`src/rtl/simon_pkg.sv`:
```
// Shared types and constants for the Simon memory-sequence game controller.
package simon_pkg;

  typedef enum logic [2:0] {
    IDLE,
    GEN,
    SHOW_ON,
    SHOW_OFF,
    WAIT_IN,
    WIN,
    LOSE
  } state_e;

  localparam logic [15:0] LFSR_MASK = 16'hB400;

  // Index width for a table of n entries; a single entry still needs one bit.
  function automatic int idx_w(input int n);
    return (n > 1) ? $clog2(n) : 1;
  endfunction

endpackage

```
`src/rtl/simon_lfsr16.sv`:
```
// 16-bit Galois LFSR (taps 16,14,13,11); a non-zero seed keeps it out of the all-zero lock-up state.
module simon_lfsr16
  import simon_pkg::*;
#(
  parameter logic [15:0] SEED = 16'hACE1
) (
  input  logic        clk,
  input  logic        rst_n,
  input  logic        en,
  output logic [15:0] state
);

  logic [15:0] state_q;
  logic [15:0] state_d;

  always_comb begin
    state_d = state_q;
    if (en) begin
      state_d = state_q[0] ? ((state_q >> 1) ^ LFSR_MASK) : (state_q >> 1);
    end
  end

  always_ff @(posedge clk or negedge rst_n) begin
    if (!rst_n) begin
      state_q <= SEED;
    end else begin
      state_q <= state_d;
    end
  end

  assign state = state_q;

endmodule

```
`src/rtl/simon_game_ctrl.sv`:
```
// Simon game controller: grows a random sequence, plays it on the LEDs and
// checks the player's button presses with a per-press timeout.
module simon_game_ctrl
  import simon_pkg::*;
#(
  parameter int          N_CH      = 4,
  parameter int          MAX_LEN   = 16,
  parameter int          TICKS_ON  = 50000000,
  parameter int          TICKS_OFF = 12500000,
  parameter int          TIMEOUT   = 250000000,
  parameter logic [15:0] LFSR_SEED = 16'hACE1
) (
  input  logic                         osc_clk,
  input  logic                         reset_n,
  input  logic [N_CH-1:0]              button,
  input  logic                         start,
  output logic [N_CH-1:0]              led,
  output logic [$clog2(MAX_LEN+1)-1:0] level,
  output logic                         busy,
  output logic                         win,
  output logic                         game_over
);

  localparam int IDX_W    = idx_w(N_CH);
  localparam int LVL_W    = $clog2(MAX_LEN + 1);
  localparam int ADDR_W   = idx_w(MAX_LEN);
  localparam int SHOW_MAX = (TICKS_ON > TICKS_OFF) ? TICKS_ON : TICKS_OFF;
  localparam int CNT_MAX  = (SHOW_MAX > TIMEOUT) ? SHOW_MAX : TIMEOUT;
  localparam int CNT_W    = $clog2(CNT_MAX + 1);

  localparam logic [CNT_W-1:0] ON_LAST  = CNT_W'(TICKS_ON - 1);
  localparam logic [CNT_W-1:0] OFF_LAST = CNT_W'(TICKS_OFF - 1);
  localparam logic [CNT_W-1:0] TO_LAST  = CNT_W'(TIMEOUT - 1);
  localparam logic [LVL_W-1:0] LVL_MAX  = LVL_W'(MAX_LEN);
  localparam logic [N_CH-1:0]  OH_LSB   = N_CH'(1);

  state_e             state_q, state_d;
  logic [LVL_W-1:0]   level_q, level_d;
  logic [LVL_W-1:0]   pos_q, pos_d;
  logic [CNT_W-1:0]   tmr_q, tmr_d;
  logic               phase_q, phase_d;
  logic [N_CH-1:0]    button_q;
  logic [N_CH-1:0]    press_q, press_d;

  logic [IDX_W-1:0]   pat_mem_q [MAX_LEN];
  logic               pat_we;
  logic [IDX_W-1:0]   pat_wdata;
  logic [15:0]        lfsr;
  logic [15:0]        lfsr_mod;
  logic [N_CH-1:0]    cur_oh;
  logic               last_step;

  simon_lfsr16 #(
    .SEED (LFSR_SEED)
  ) u_lfsr (
    .clk   (osc_clk),
    .rst_n (reset_n),
    .en    (1'b1),
    .state (lfsr)
  );

  // Only the low byte of the LFSR picks the next colour.
  assign lfsr_mod  = (lfsr & 16'h00FF) % 16'(N_CH);
  assign pat_wdata = IDX_W'(lfsr_mod);
  assign cur_oh    = OH_LSB << pat_mem_q[pos_q[ADDR_W-1:0]];
  assign last_step = (pos_q == (level_q - LVL_W'(1)));
  assign press_d   = button & ~button_q;

  always_comb begin
    state_d = state_q;
    level_d = level_q;
    pos_d   = pos_q;
    tmr_d   = tmr_q;
    phase_d = phase_q;
    pat_we  = 1'b0;
    case (state_q)
      IDLE: begin
        if (start) begin
          state_d = GEN;
          level_d = '0;
        end
      end
      GEN: begin
        pat_we  = 1'b1;
        level_d = level_q + LVL_W'(1);
        pos_d   = '0;
        tmr_d   = '0;
        state_d = SHOW_ON;
      end
      SHOW_ON: begin
        if (tmr_q == ON_LAST) begin
          tmr_d   = '0;
          state_d = SHOW_OFF;
        end else begin
          tmr_d = tmr_q + CNT_W'(1);
        end
      end
      SHOW_OFF: begin
        if (tmr_q == OFF_LAST) begin
          tmr_d = '0;
          if (last_step) begin
            pos_d   = '0;
            state_d = WAIT_IN;
          end else begin
            pos_d   = pos_q + LVL_W'(1);
            state_d = SHOW_ON;
          end
        end else begin
          tmr_d = tmr_q + CNT_W'(1);
        end
      end
      WAIT_IN: begin
        // A press always wins over a timeout expiring in the same cycle.
        if (press_q != '0) begin
          tmr_d = '0;
          if (press_q != cur_oh) begin
            state_d = LOSE;
          end else if (!last_step) begin
            pos_d = pos_q + LVL_W'(1);
          end else if (level_q == LVL_MAX) begin
            phase_d = 1'b1;
            state_d = WIN;
          end else begin
            state_d = GEN;
          end
        end else if (tmr_q == TO_LAST) begin
          state_d = LOSE;
        end else begin
          tmr_d = tmr_q + CNT_W'(1);
        end
      end
      WIN: begin
        if (start) begin
          state_d = GEN;
          level_d = '0;
        end else if (tmr_q == ON_LAST) begin
          tmr_d   = '0;
          phase_d = ~phase_q;
        end else begin
          tmr_d = tmr_q + CNT_W'(1);
        end
      end
      LOSE: begin
        if (start) begin
          state_d = GEN;
          level_d = '0;
        end
      end
      default: state_d = IDLE;
    endcase
  end

  always_ff @(posedge osc_clk or negedge reset_n) begin
    if (!reset_n) begin
      state_q  <= IDLE;
      level_q  <= '0;
      pos_q    <= '0;
      tmr_q    <= '0;
      phase_q  <= 1'b0;
      button_q <= '0;
      press_q  <= '0;
    end else begin
      state_q  <= state_d;
      level_q  <= level_d;
      pos_q    <= pos_d;
      tmr_q    <= tmr_d;
      phase_q  <= phase_d;
      button_q <= button;
      press_q  <= press_d;
    end
  end

  // Sequence storage holds data only, so it carries no reset.
  always_ff @(posedge osc_clk) begin
    if (pat_we) begin
      pat_mem_q[level_q[ADDR_W-1:0]] <= pat_wdata;
    end
  end

  always_comb begin
    led = '0;
    case (state_q)
      SHOW_ON: led = cur_oh;
      WAIT_IN: led = button;
      WIN:     led = phase_q ? '1 : '0;
      default: led = '0;
    endcase
  end

  assign level     = level_q;
  assign busy      = !((state_q == IDLE) || (state_q == WIN) || (state_q == LOSE));
  assign win       = (state_q == WIN);
  assign game_over = (state_q == LOSE);

endmodule

```
`config.mk`:
```
export PLATFORM = sky130hd
export DESIGN_NAME = simon_game_ctrl
export DESIGN_NICKNAME = d
export VERILOG_FILES = /design/src/rtl/simon_pkg.sv /design/src/rtl/simon_lfsr16.sv /design/src/rtl/simon_game_ctrl.sv
export SDC_FILE = /design/constraint.sdc
export NUM_CORES = 1
export LEC_CHECK = 0
export CORE_MARGIN = 2
export CORE_UTILIZATION = 45
export CTS_CLUSTER_DIAMETER = 30
export DETAILED_ROUTE_END_ITERATION = 6
export HOLD_SLACK_MARGIN = 0.02
export PLACE_DENSITY_LB_ADDON = 0.1
export SLEW_MARGIN = 25
export SYNTH_ARGS = -nofsm -noshare
export SYNTH_HDL_FRONTEND = slang
export SYNTH_SLANG_ARGS = --single-unit
```
`constraint.sdc`:
```
create_clock -name osc_clk -period 2.7 [get_ports osc_clk]
set_input_delay 0.675 -clock osc_clk [delete_from_list [all_inputs] [get_ports osc_clk]]
set_output_delay 0.675 -clock osc_clk [all_outputs]
set_load 0.05 [all_outputs]
```
==> flow_summary.yaml, run 1 <==
outcome:
  outcome: "finished with violations"
  violations: "setup timing"
critical_path:
  r2r_slack_ps: -40
  cp.arrival_ps: 2310
  required_ps: 2030
  reg2reg_to: "pos_q[0]"
  cp-start-kind: "flop"
  crit_type: "flop to primary output"
  timing.rr.start: "pos_q[0]"
  crit_fanout: 4
  setup.worst_path.end_class: "primary output"
  r2r_cells: 10
power:
  p_leak_nw: 2.27
  power.density_nw_per_um2: 951
  p_clk_share_pct: 15.4
  net-switching-power_mw: 2.45
  p_sw_share_pct: 43.8
  power_mw: 5.60
  p_comb_share_pct: 51.8
  p_int_mw: 3.15
  ir_drop_mv: 0.815
  seq_power_share_pct: 32.8
sta:
  rsz0062_at_grt: "yes"
  worst_slew_pin_slew_ps: 674
  finalSetupTns_ps: -1110
  hold_viol_final: 0
  min_period_ps: 2990
  fin_skew_ps: 13.7
  slew_headroom_pct: 55.0
  setup_violations: 7
  max_freq_ghz: 0.335
  hold_ws_ps: 278
  final.period_utilization_pct: 111
  fin_ws_ps: -285
  finalMaxSlewViolations: 0
routing:
  drt-vias-per-instance: 5.71
  ant_nets: 0
  wl_per_cell_um: 17.3
  wl_mm: 11.7
  drc: 0
  vias: 3864
  drt_first_pass_iters: 4
  drt-initial-drc-count: 153
global_routing:
  grt_pass1_vias: 3696
  antenna_found_initial: 0
  grt_max_degree: 24
  grt_usage_pct: 20.7
  grt_overflow: 0
  grt_pass1_wl_mm: 18.8
run:
  cap_violations: 0
placed_design:
  io_buffers: 18
  place_area_um2: 5540
  dp_hpwl_mm: 8.18
  dp.cells: 654
  routabilityCongestion: 0.852
  pre_cts_slack_ps: -50.9
finish:
  post-route-util_pct: 54.6
  finalInstanceArea_um2: 5890
  final_common_cell: "dfrtp_1"
  fin_cells: 677
  drive_gt1_share_pct: 22.0
  layout.nets: 545
  num_antenna_cells: 0
  layout_common_cells: "54 x dfrtp_1, 49 x nor2_1, 45 x buf_4"
  multi_input_area_um2: 2290
  nFillCells: 973
  register_area_um2: 2630
  area_growth_pct: 19.3
logic_synthesis:
  avgSynthCellArea_um2: 10.3
  synth.area.top_cells: "dfrtp_1 29%, edfxtp_1 19%, dfstp_2 4.3%"
  syn_nets: 491
  syn_area_um2: 4940
  synth_edf_count: 32
  synth_cell_types: 57
  synthCells: 478
  synth_top_flop_cell: "dfrtp_1"
  yosysWarnings: 0
  yosys.area.top_type: "dfrtp_1"
  yosysSeqAreaShare_pct: 53.1
  ys_async_sr_fraction_pct: 67.3
  synth_seq_cells: 98
  synth_top_area_share_pct: 29.4
hold_path:
  hold_class: "input pin to async pin"
clock_tree:
  postCtsHoldBufs: 0
  cts_root_buf: "clkbuf_8"
  clk_pin_slew_ps: 100
  insertion_delay_ps: 380
  cts_htree_levels: 3
  clkSinkCount: 98
  cts_buffer_depth: 2
  cts_tree: "yes"
  cts_inserted_buffers: 9
die:
  design.core.area_um2: 10800
  rows: 38
  start_util_pct: 45.8
  die_w_um: 109
  die-area_um2: 11800
  io_pins: 19
  die_h_um: 109
==> how the worst max path moves through the flow <==
stage	startpoint	endpoint	slack, ps	cells after the start
2_1_floorplan	pos_q[0]	led[0]	-200	4
3_3_place_gp	pos_q[0]	pos_q[0]	-30	8
3_5_place_dp	tmr_q[0]	tmr_q[4]	-50	9
4_1_cts	pos_q[0]	led[2]	-270	6
5_1_grt	pos_q[0]	led[1]	-370	6
6_report	pos_q[0]	led[1]	-290	6
==> cell usage after synthesis (10+ instances only) <==
cell,instances
a21oi_1,13
clkbuf_1,12
dfrtp_1,58
edfxtp_1,32
inv_1,11
mux2i_1,10
nand2_1,38
nand3_1,23
nand4_1,12
nor2_1,51
nor2b_1,13
nor3_1,11
o21ai_0,36
o21ai_1,21
==> per-layer routing <==
metal	GRT usage, %	routed length [µm]	vias to the layer above	part of all wire (%)
met5	0	0	-	0
met4	8.15	174	0	1.5
met3	2.87	399	14	3.4
met2	33.8	5710	67	49
met1	28.1	5400	1910	46
li1	-	-	1873	-
==> state kept, by name, indices dropped and copies added, names as in the netlist <==
| signal | cells |
|---|---|
| u_lfsr.state | 16 |
| pat_mem_q | 32 |
| tmr_q | 28 |
| level | 5 |
| state_q | 3 |
| press_q | 4 |
| phase_q | 1 |
| pos_q | 5 |
| button_q | 4 |
==> cell type report <==
class	count	share of cell area [%]
Clock buffer	10	2.17
Clock inverter	6	0.679
Inverter	11	0.701
Multi-Input combinational cell	346	38.9
Sequential cell	98	44.6
Tap cell	140	2.97
Timing Repair Buffer	66	10.0
==> critical path: stages (launching register included) <==
cell     delay [ps]
dfrtp_2         440
buf_6           130
mux4_2          530
a22oi_2         310
nand3_2         160
o21ai_2         200
buf_12          160
==> cell families (layout without fill, tap and decap cells) <==
group           count (synthesis)  after routing  synth area share, %
buf+inv                        34             93                 3.06
compound gates                115            115                 14.7
xor+xnor                       13             13                 2.30
fa+ha+maj                       6              6                 1.52
flops                          98             98                 53.1
mux                            18             18                 5.45
simple gates                  194            194                 19.9
==> what timing repair did <==
item,4_1_cts,5_1_grt
endpoints found under the setup margin,22,35
pin swaps,5,8
hold endpoints to repair,0,0
setup buffers,7,0
gates resized for setup,18,14
==> power by group through the flow <==
stage	clock (mW)	combinational, mW	sequential, mW
4_1_cts	0.884	2.78	1.84
5_1_grt	0.934	3.14	1.86
3_3_place_gp	0	2.58	1.85
3_5_place_dp	0	2.61	1.86
6_report	0.863	2.90	1.84
2_1_floorplan	0	1.72	1.89
(Power assumes the default switching activity.)
==> run 2, diff against run 1 <==
--- a/config.mk
+++ b/config.mk
@@ -7,2 +7,4 @@
 export LEC_CHECK = 0
+export CELL_PAD_IN_SITES_DETAIL_PLACEMENT = 1
+export CELL_PAD_IN_SITES_GLOBAL_PLACEMENT = 1
 export CORE_MARGIN = 2
==> constraint.sdc (replaced) <==
create_clock -name osc_clk -period 3.81 [get_ports osc_clk]
set_input_delay 0.381 -clock osc_clk [delete_from_list [all_inputs] [get_ports osc_clk]]
set_output_delay 0.381 -clock osc_clk [all_outputs]
set_load 0.05 [all_outputs]
==> run 2 against run 1 <==
The flow now finishes without violations; clock-buffer cell count decreased by 1; highest routed layer unchanged; sequential power down 26%; critical path depth increased by 1; critical endpoint is now led[3]; combinational power decreased by 44%.
==> flow_summary.yaml, run 2 (same netlist as run 1, synthesis figures left out) <==
sta:
  rsz0062_at_grt: "no"
  finalSetupTns_ps: 0
  slew_headroom_pct: 53.5
  min_period_ps: 3550
  hold_viol_final: 0
  finalMaxSlewViolations: 0
  final.period_utilization_pct: 93.3
  hold_ws_ps: 360
  fin_ws_ps: 257
  fin_skew_ps: 11.8
  worst_slew_pin_slew_ps: 693
  setup_violations: 0
  max_freq_ghz: 0.281
global_routing:
  grt_pass1_vias: 3841
  grt_overflow: 0
  grt_pass1_wl_mm: 20.2
  grt_usage_pct: 22.4
  antenna_found_initial: 0
  grt_max_degree: 34
finish:
  largest_register_ffs: 32
  fin_cells: 637
  finalInstanceArea_um2: 5470
  final_common_cell: "dfrtp_1"
  nFillCells: 1163
  num_antenna_cells: 0
  layout.nets: 505
  drive_gt1_share_pct: 9.86
  layout_common_cells: "57 x dfrtp_1, 50 x nor2_1, 38 x nand2_1"
  post-route-util_pct: 50.7
  area_growth_pct: 10.8
placed_design:
  routabilityCongestion: 0.830
  dp_hpwl_mm: 8.84
  place_area_um2: 5260
  pre_cts_slack_ps: 546
  dp.cells: 620
  io_buffers: 18
clock_tree:
  cts_inserted_buffers: 9
  cts_buffer_depth: 2
  cts_setup_buffers: 0
  cts_root_buf: "clkbuf_8"
  cts_tree: "yes"
  clk_pin_slew_ps: 100
  insertion_delay_ps: 380
  clkSinkCount: 98
  cts_htree_levels: 3
critical_path:
  crit_fanout: 15
  cp_cell_sequence: "and2_1 > a221oi_1 > o21ai_1 > nand2_2 > nand2_1 > o21ai_0 > clkdlybuf4s50_1"
  crit_path_top_delay_cell: "clkdlybuf4s50_1"
  slowest_delay_ps: 830
  critPathTopFamily: "buffers and inverters"
  timing.rr.start: "tmr_q[0]"
  required_ps: 3430
  r2r_cells: 9
  reg2reg_to: "tmr_q[24]"
  crit_buf_inv: 1
  setup.worst_path.end_class: "primary output"
  crit_type: "flop to primary output"
  cp-start-kind: "flop"
  r2r_slack_ps: 820
  cp.arrival_ps: 3170
routing:
  ant_nets: 0
  drt-vias-per-instance: 5.85
  wl_per_cell_um: 19.1
  wl_met3_um: 251
  wl_mm: 12.2
  drt_first_pass_iters: 4
  vias: 3728
  met1Wirelength_mm: 5.35
  drc: 0
  top_layer: "met4"
  routed-wl-met2_mm: 6.25
  drt-initial-drc-count: 187
power:
  ir_drop_mv: 0.397
  p_leak_nw: 2.04
  power.density_nw_per_um2: 668
  power_mw: 3.66
hold_path:
  min_from: "u_lfsr.state[2]"
  whs_endpoint: "u_lfsr.state[1]"
  hold_path_depth: 0
  hold_class: "flop to flop"
die:
  design.core.area_um2: 10800
  die-area_um2: 11800
  start_util_pct: 45.8
  rows: 38
  die_h_um: 109
  die_w_um: 109
  io_pins: 19
run:
  cap_violations: 0
outcome:
  outcome: "finished, final reports clean"
==> run 2: cell count changes in the layout (fill, tap and decap cells not counted), moves of 3 or more <==
cell             change
inv_8                +3
o21ai_2              -3
buf_12               -4
buf_6                -6
dfrtp_1              +3
dfrtp_2              -3
buf_4               -39
clkdlybuf4s50_1      +7
o21ai_0              +4
==> run 2: metal layers <==
metal | vias up | global-route usage (%)
li1 | 1791 | -
met1 | 1885 | 27.7
met2 | 32 | 38.4
met3 | 20 | 5.44
met4 | 0 | 7.60
met5 | - | 0
==> run 2: cell type report <==
class	count	area, µm²	area share, %
well taps	140	175	3.20
clock buffers	9	124	2.26
clock inverters	7	76.3	1.39
repair buffers	26	258	4.71
flip-flops and latches	98	2620	47.9
inverters	11	41.3	0.754
multi-input cells	346	2170	39.7
==> run 2: report_power, final <==
part           internal, mW  switching, mW  leakage, nW
Combinational         0.554           1.06        0.798
Sequential             1.17          0.191         1.14
Clock                 0.262          0.417        0.103
Total                  1.99           1.67         2.04
==> run 2: timing repair <==
| action | 4_1_cts | 5_1_grt |
|---|---|---|
| hold buffers | 1 | 0 |
| endpoints found under the setup margin | 0 | 1 |
| endpoints found under the hold margin | 21 | 0 |
| resized for setup | 0 | 1 |
==> run 2: worst register-to-register path: stages (launching register included) <==
cell and delay, ps:
dfrtp_1 420, ha_1 280, and4_1 330, nand4b_1 160, or4_1 570, mux2i_1 160
o22a_1 200, buf_4 330, or2_2 310, o21ai_0 130
==> run 2: how the worst max path moves through the flow <==
stage	from	to	slack [ps]	cells after the start
global placement	pos_q[0]	led[2]	670	6
global route	pos_q[2]	led[2]	40	7
floorplan	pos_q[0]	led[0]	830	4
finish	pos_q[2]	led[3]	260	7
CTS	pos_q[0]	led[0]	100	6
detailed placement	pos_q[0]	led[0]	550	6
